===== config.mk =====
export PLATFORM = sky130hd
export DESIGN_NAME = sargantana_icache_tag_ctrl
export DESIGN_NICKNAME = d
export VERILOG_FILES = /design/src/rtl/sargantana_icache_tag_ctrl.sv
export SDC_FILE = /design/constraint.sdc
export NUM_CORES = 1
export LEC_CHECK = 0
export BUFFER_PORTS_ARGS = -buffer_cell sky130_fd_sc_hd__buf_2
export CAP_MARGIN = 10
export CORE_ASPECT_RATIO = 0.6
export CORE_MARGIN = 1
export CORE_UTILIZATION = 47
export CTS_CLUSTER_SIZE = 12
export DETAILED_ROUTE_END_ITERATION = 10
export PLACE_DENSITY = 0.95
export REMOVE_ABC_BUFFERS = 1
export SLEW_MARGIN = 20
export SYNTH_ARGS = -nofsm -noshare
export SYNTH_HDL_FRONTEND = slang
export SYNTH_SLANG_ARGS = --single-unit

===== constraint.sdc =====
create_clock -name clk_i -period 4.77 [get_ports clk_i]
set_clock_uncertainty 0.2 [all_clocks]
set_input_delay 0.954 -clock clk_i [delete_from_list [all_inputs] [get_ports clk_i]]
set_output_delay 0.954 -clock clk_i [all_outputs]
set_load 0.1 [all_outputs]

===== src/rtl/sargantana_icache_tag_ctrl.sv =====
// Icache tag controller: sequences lookup, refill and flush sweeps onto the tag array.
// Optional hit/miss counters are enabled with ICACHE_TAG_STATS_EN.
module sargantana_icache_tag_ctrl #(
  parameter int ICACHE_N_WAY   = 4,
  parameter int TAG_WIDHT      = 20,
  parameter int TAG_ADDR_WIDHT = 6
) (
  input  logic                              clk_i,
  input  logic                              rst_i,
  input  logic                              lookup_valid_i,
  output logic                              lookup_ready_o,
  input  logic [TAG_ADDR_WIDHT-1:0]         lookup_idx_i,
  input  logic [TAG_WIDHT-1:0]              lookup_tag_i,
  output logic                              resp_valid_o,
  output logic                              resp_hit_o,
  output logic [ICACHE_N_WAY-1:0]           resp_way_o,
  output logic                              resp_multihit_o,
  input  logic                              refill_valid_i,
  output logic                              refill_ready_o,
  input  logic [ICACHE_N_WAY-1:0]           refill_way_i,
  input  logic [TAG_ADDR_WIDHT-1:0]         refill_idx_i,
  input  logic [TAG_WIDHT-1:0]              refill_tag_i,
  output logic                              refill_done_o,
  input  logic                              flush_i,
  output logic                              flush_busy_o,
  output logic [ICACHE_N_WAY-1:0]           tag_req_o,
  output logic                              tag_we_o,
  output logic                              tag_vbit_o,
  output logic                              tag_flush_o,
  output logic [TAG_WIDHT-1:0]              tag_data_o,
  output logic [TAG_ADDR_WIDHT-1:0]         tag_addr_o,
  input  logic [ICACHE_N_WAY*TAG_WIDHT-1:0] tag_way_i,
  input  logic [ICACHE_N_WAY-1:0]           vbit_i
`ifdef ICACHE_TAG_STATS_EN
  ,
  output logic [31:0]                       hit_cnt_o,
  output logic [31:0]                       miss_cnt_o
`endif
);

  localparam int PW = $clog2(ICACHE_N_WAY);
  localparam logic [ICACHE_N_WAY-1:0] ONE = ICACHE_N_WAY'(1);

  typedef enum logic {RUN, FLUSH} state_e;

  state_e                    state_q, state_d;
  logic                      flush_pend_q;
  logic [TAG_ADDR_WIDHT-1:0] flush_cnt_q;
  logic                      s1_valid_q;
  logic [TAG_WIDHT-1:0]      s1_tag_q;
  logic [PW-1:0]             rr_q;

  logic active, in_run, sweep, restart, sweep_done;
  logic lookup_fire, refill_fire;
  logic [ICACHE_N_WAY-1:0] match, hit_oh, inv, inv_oh, rr_oh, way_d;
  logic multi_d, rr_adv;

  // Outputs are held quiet while reset is asserted.
  assign active  = ~rst_i;
  assign in_run  = (state_q == RUN);
  assign sweep   = active & ((state_q == FLUSH) | (flush_pend_q & ~s1_valid_q));
  assign restart = (state_q == FLUSH) & flush_i;
  assign sweep_done = sweep & (&flush_cnt_q) & ~restart;

  assign lookup_ready_o = active & in_run & ~flush_pend_q & ~refill_valid_i;
  assign refill_ready_o = active & in_run & ~flush_pend_q & ~s1_valid_q;
  assign lookup_fire    = lookup_valid_i & lookup_ready_o;
  assign refill_fire    = refill_valid_i & refill_ready_o;
  assign flush_busy_o   = active & (flush_pend_q | (state_q == FLUSH));
  assign tag_flush_o    = 1'b0;

  // State register
  always_ff @(posedge clk_i or posedge rst_i) begin
    if (rst_i) state_q <= RUN;
    else       state_q <= state_d;
  end

  // Next state: sweep starts once stage1 drains, ends at last set
  always_comb begin
    state_d = state_q;
    unique case (state_q)
      RUN:   if (sweep && !sweep_done) state_d = FLUSH;
      FLUSH: if (sweep_done) state_d = RUN;
      default: state_d = RUN;
    endcase
  end

  // Tag memory port: sweep, refill write or lookup read
  always_comb begin
    tag_req_o  = '0;
    tag_we_o   = 1'b0;
    tag_vbit_o = 1'b0;
    tag_data_o = '0;
    tag_addr_o = '0;
    unique case (1'b1)
      sweep: begin
        tag_req_o  = '1;
        tag_we_o   = 1'b1;
        tag_addr_o = flush_cnt_q;
      end
      refill_fire: begin
        tag_req_o  = refill_way_i;
        tag_we_o   = 1'b1;
        tag_vbit_o = 1'b1;
        tag_data_o = refill_tag_i;
        tag_addr_o = refill_idx_i;
      end
      lookup_fire: begin
        tag_req_o  = '1;
        tag_addr_o = lookup_idx_i;
      end
      default: ;
    endcase
  end

  // Pending flush request, cleared when a sweep completes
  always_ff @(posedge clk_i or posedge rst_i) begin
    if (rst_i) begin
      flush_pend_q <= 1'b1;
    end else begin
      if (sweep_done) flush_pend_q <= 1'b0;
      if (flush_i)    flush_pend_q <= 1'b1;
    end
  end

  // Sweep index; a new flush during the sweep restarts it
  always_ff @(posedge clk_i or posedge rst_i) begin
    if (rst_i)                      flush_cnt_q <= '0;
    else if (restart | sweep_done)  flush_cnt_q <= '0;
    else if (sweep)                 flush_cnt_q <= flush_cnt_q + 1'b1;
  end

  // Stage1 holds the tag of the lookup whose read is in flight
  always_ff @(posedge clk_i or posedge rst_i) begin
    if (rst_i) begin
      s1_valid_q <= 1'b0;
      s1_tag_q   <= '0;
    end else begin
      s1_valid_q <= lookup_fire;
      if (lookup_fire) s1_tag_q <= lookup_tag_i;
    end
  end

  // Way compare, lowest-match hit and victim selection
  always_comb begin
    match = '0;
    for (int w = 0; w < ICACHE_N_WAY; w++) begin
      match[w] = vbit_i[w] &
                 (tag_way_i[w*TAG_WIDHT +: TAG_WIDHT] == s1_tag_q);
    end
    hit_oh  = match & (~match + ONE);
    multi_d = |(match & (match - ONE));
    inv     = ~vbit_i;
    inv_oh  = inv & (~inv + ONE);
    rr_oh   = ONE << rr_q;
    way_d   = (|match) ? hit_oh : ((|inv) ? inv_oh : rr_oh);
    rr_adv  = s1_valid_q & ~(|match) & ~(|inv);
  end

  // Registered response and refill completion pulse
  always_ff @(posedge clk_i or posedge rst_i) begin
    if (rst_i) begin
      resp_valid_o    <= 1'b0;
      resp_hit_o      <= 1'b0;
      resp_way_o      <= '0;
      resp_multihit_o <= 1'b0;
      refill_done_o   <= 1'b0;
    end else begin
      resp_valid_o    <= s1_valid_q;
      resp_hit_o      <= s1_valid_q & (|match);
      resp_way_o      <= s1_valid_q ? way_d : '0;
      resp_multihit_o <= s1_valid_q & multi_d;
      refill_done_o   <= refill_fire;
    end
  end

  // Round-robin victim pointer, advanced only when every way is valid
  always_ff @(posedge clk_i or posedge rst_i) begin
    if (rst_i)           rr_q <= '0;
    else if (sweep_done) rr_q <= '0;
    else if (rr_adv)     rr_q <= rr_q + 1'b1;
  end

`ifdef ICACHE_TAG_STATS_EN
  // Saturating hit/miss counters, cleared when a sweep completes
  always_ff @(posedge clk_i or posedge rst_i) begin
    if (rst_i) begin
      hit_cnt_o  <= '0;
      miss_cnt_o <= '0;
    end else if (sweep_done) begin
      hit_cnt_o  <= '0;
      miss_cnt_o <= '0;
    end else if (resp_valid_o) begin
      if (resp_hit_o && !(&hit_cnt_o))   hit_cnt_o  <= hit_cnt_o + 1'b1;
      if (!resp_hit_o && !(&miss_cnt_o)) miss_cnt_o <= miss_cnt_o + 1'b1;
    end
  end
`endif

endmodule


==> metrics.md <==
| Metric | Value |
|---|---|
| Power Dens Cells | `a little under 200 nW/um^2` |
| Core ar. | `between 6000 and 7000 sq um` |
| Mean post-synth cell area | `8.66 sq um` |
| Cell Rows | `22` |
| Tcrit/Tclk final | `81.5%` |
| # setup viols final | `0` |
| CTS Sinks | `39` |
| Starting Density | `between 40% and 50%` |
| CTS Buf Count | `5` |
| Reg clk slew, reported paths | `0.07 ns` |
| TritonCTS clock tree | `built` |
| Critical Path Sink Type | `primary output` |
| Kind of critical path | `in -> out` |
| # DRC | `0` |
| Max Clock Freq | `257 MHz` |
| Synthesized cell area | `slightly above 3000 sq um` |
| ANT cells | `0` |
| R2r setup slk | `roughly 2.3 ns` |
| CTS H-tree depth | `2` |
| Cell count along the critical path | `7` |
| Post-synth top area share | `a little under a third` |
| Global-route wire length before repair | `around 15000 um` |
| CP Buf/Inv Count | `4` |
| Max Cap Viol | `0` |
| Via density per instance | `5.08` |
| Vias in the first global route | `2921` |
| Grt total ovfl | `0` |
| DIE WIDTH | `106 um` |
| Maximum vdd drop | `around 0.00012 V` |
| Mapped Cells | `353` |
| Worst-Margin Slew | `0.899 ns` |
| Slowest CP cell | `a222oi_1` |
| Final Hold Viols | `0` |
| Die Area | `about 6800 sq um` |
| Hpwl dp | `~7600 um` |
| Placer Congestion | `0.936` |
| Worst Hold Class | `reg -> reg` |
| Max clock buf depth | `2` |
| Drt pass-1 iters | `4` |
| CP arrival | `2.73 ns` |
| Post-cts sizing count | `0` |
| CP Data Required Time | `between 3 and 4 ns` |
| Routed WL | `slightly above 9000 um` |
| Final-stage net count | `670` |
| Hold Slack | `around 0.35 ns` |
| Initial antenna violation count | `0` |
| Starting DRT DRC Count | `~150` |
| Max incr delay on CP | `approximately 0.49 ns` |
| Leak Pwr | `~0.0022 uW` |
| Async S/R FF share, synth | `100%` |
| RSZ-0062 raised after global routing | `no` |
| CP top delay family | `buffers and inverters` |
| Area grow syn2layout | `30.6%` |
| Total GRT Usage | `around 28%` |
| Synth unique cells | `41` |
| Port bufs | `approximately 190` |
| Synth area leader | `dfrtp_1` |
| Status | `finished, final reports clean` |
| Worst r2r path cells | `7` |
| Cell Chain, Critical Path | `buf_2 > nor4_1 > nand2_1 > clkinv_1 > a222oi_1 > inv_1 > buf_2` |
| Hold depth | `1` |
| EDFF count, synth | `0` |
| Share of post-route cells with drive strength above 1 | `40.5%` |
| Crit path time final | `just under 4 ns` |
| Post-DRT Antenna Nets | `0` |
| Max-slew violations | `0` |
| Place WS | `roughly 0.87 ns` |
| Most used cell, CP | `buf_2` |
| Hold-fix buffers, CTS | `0` |
| Setup ws final | `0.883 ns` |
| DR WL/cell | `about 15 um` |
| Largest net degree at the start of global routing | `25` |
| Io pins | `~190` |
| Max-slew headroom | `about 40%` |
| Clock Root Buffer | `clkbuf_8` |
| Dominant synthesized flop cell | `dfrtp_1` |
| Register area share after synthesis | `roughly a third` |
| Via count | `approximately 3100` |
| Die height | `between 60 and 70 um` |
| CP startpoint kind | `input pin` |
| Post-CTS setup buffer count | `0` |
| CP Max Fanout | `22` |
| Ys Warns | `0` |
| #FFs+latches synth | `39` |
| Worst-Skew Late Latency | `about 0.28 ns` |
| Top cells by area, synth | `dfrtp_1, xnor2_1, nand2_1, xor2_1, and3_1` |
power by group:
part	internal, uW	switching (uW)
Clock	103	109
Combinational	93.8	101
Sequential	339	21.1
layout by cell type (no fill, tap or decap), drive strengths merged, types with 2 or more instances in the layout:
cell,instances
or3,2
xor2,19
xnor2,65
clkinv,2
nand2,75
and2,2
buf,192
dfrtp,38
a21o,5
nand3,8
inv,10
nand4,24
nor2,6
o21ai,3
a222oi,5
clkbuf,7
and3,22
a21oi,8
ha,5
nor4,10
synth_stat cells (2+ instances only):
library cell,number
nand3_1,8
nor4_2,3
o21ai_0,2
xor2_1,19
a21oi_1,7
nor4_1,7
nand2_1,75
and2_1,2
nand4_2,3
inv_1,10
a222oi_1,5
nand4_1,21
xnor2_2,2
nor2_1,6
buf_6,12
ha_1,5
dfrtp_1,38
or3_1,2
and3_1,22
buf_2,8
clkbuf_1,8
xnor2_1,63
a21o_1,5
buf_4,3
state kept, by name, indices dropped and copies added, names as in the netlist:
register and count:
refill_done_o 1, resp_way_o 4, rr_q 2, s1_tag_q 20, s1_valid_q 1, resp_multihit_o 1
resp_hit_o 1, resp_valid_o 1, flush_cnt_q 6, state_q 1, flush_pend_q 1
cell families after synthesis:
family                   Yosys count  synth area share (%)
AND/OR/NAND/NOR                  151                  25.2
XOR/XNOR                          84                  24.5
AO/OA/AOI/OAI                     28                  6.55
flip-flops                        39                  32.0
multiplexers                       1                 0.327
adder cells (fa/ha/maj)            6                  2.41
buffers and inverters             43                  8.92
other                              1                 0.123
stage by stage:
stage	util, %	cells	total power [uW]	area (sq um)	TNS [ns]
final	64.5	605	767	3990	0
after global routing	64.5	605	813	3990	0
after CTS	64.5	605	775	3990	0
after detailed placement	63.2	597	561	3910	0
after global placement	63.2	597	557	3910	0
after floorplan	-	321	468	2830	-114.96
worst reg2reg max path, delay by kind of cell (launching register included):
family / cells / cell delay (ns)
and+or+nand+nor: 4 / 1.31
xor gates and xnor gates: 1 / 0.21
DFF: 1 / 0.48
AOI/OAI and AO/OA: 2 / 0.25
area by class of cell:
class,instances,area (sq um)
tap,84,105
clock buffer,7,76.3
inverter,11,41.3
multi-input combinational,271,1810
fill,549,2200
clock inverter,1,5.00
sequential,39,977
timing repair buffer,192,973
worst paths after layout:
| path | from | endpoint |
|---|---|---|
| worst max-delay path | refill_valid_i | tag_addr_o[5] |
| worst min-delay path | flush_pend_q$_DFFE_PP1P_ | flush_pend_q$_DFFE_PP1P_ |
| worst max register to register | s1_tag_q[4]$_DFFE_PP0P_ | rr_q[0]$_DFFE_PP0P_ |
| worst min register to register | flush_pend_q$_DFFE_PP1P_ | flush_pend_q$_DFFE_PP1P_ |
| max in group asynchronous | rst_i | resp_way_o[0]$_DFF_PP0_ |
| min in group asynchronous | rst_i | state_q$_DFF_PP0_ |
per-layer routing:
layer	share of wire (%)	global-route usage [%]	routed length, um
met2	46	44.6	4210
met5	0	0	0
met4	0.86	4.86	79
met3	9.1	7.34	833
met1	44	38.1	4070
Note: power is estimated with default switching activity, not from simulation.
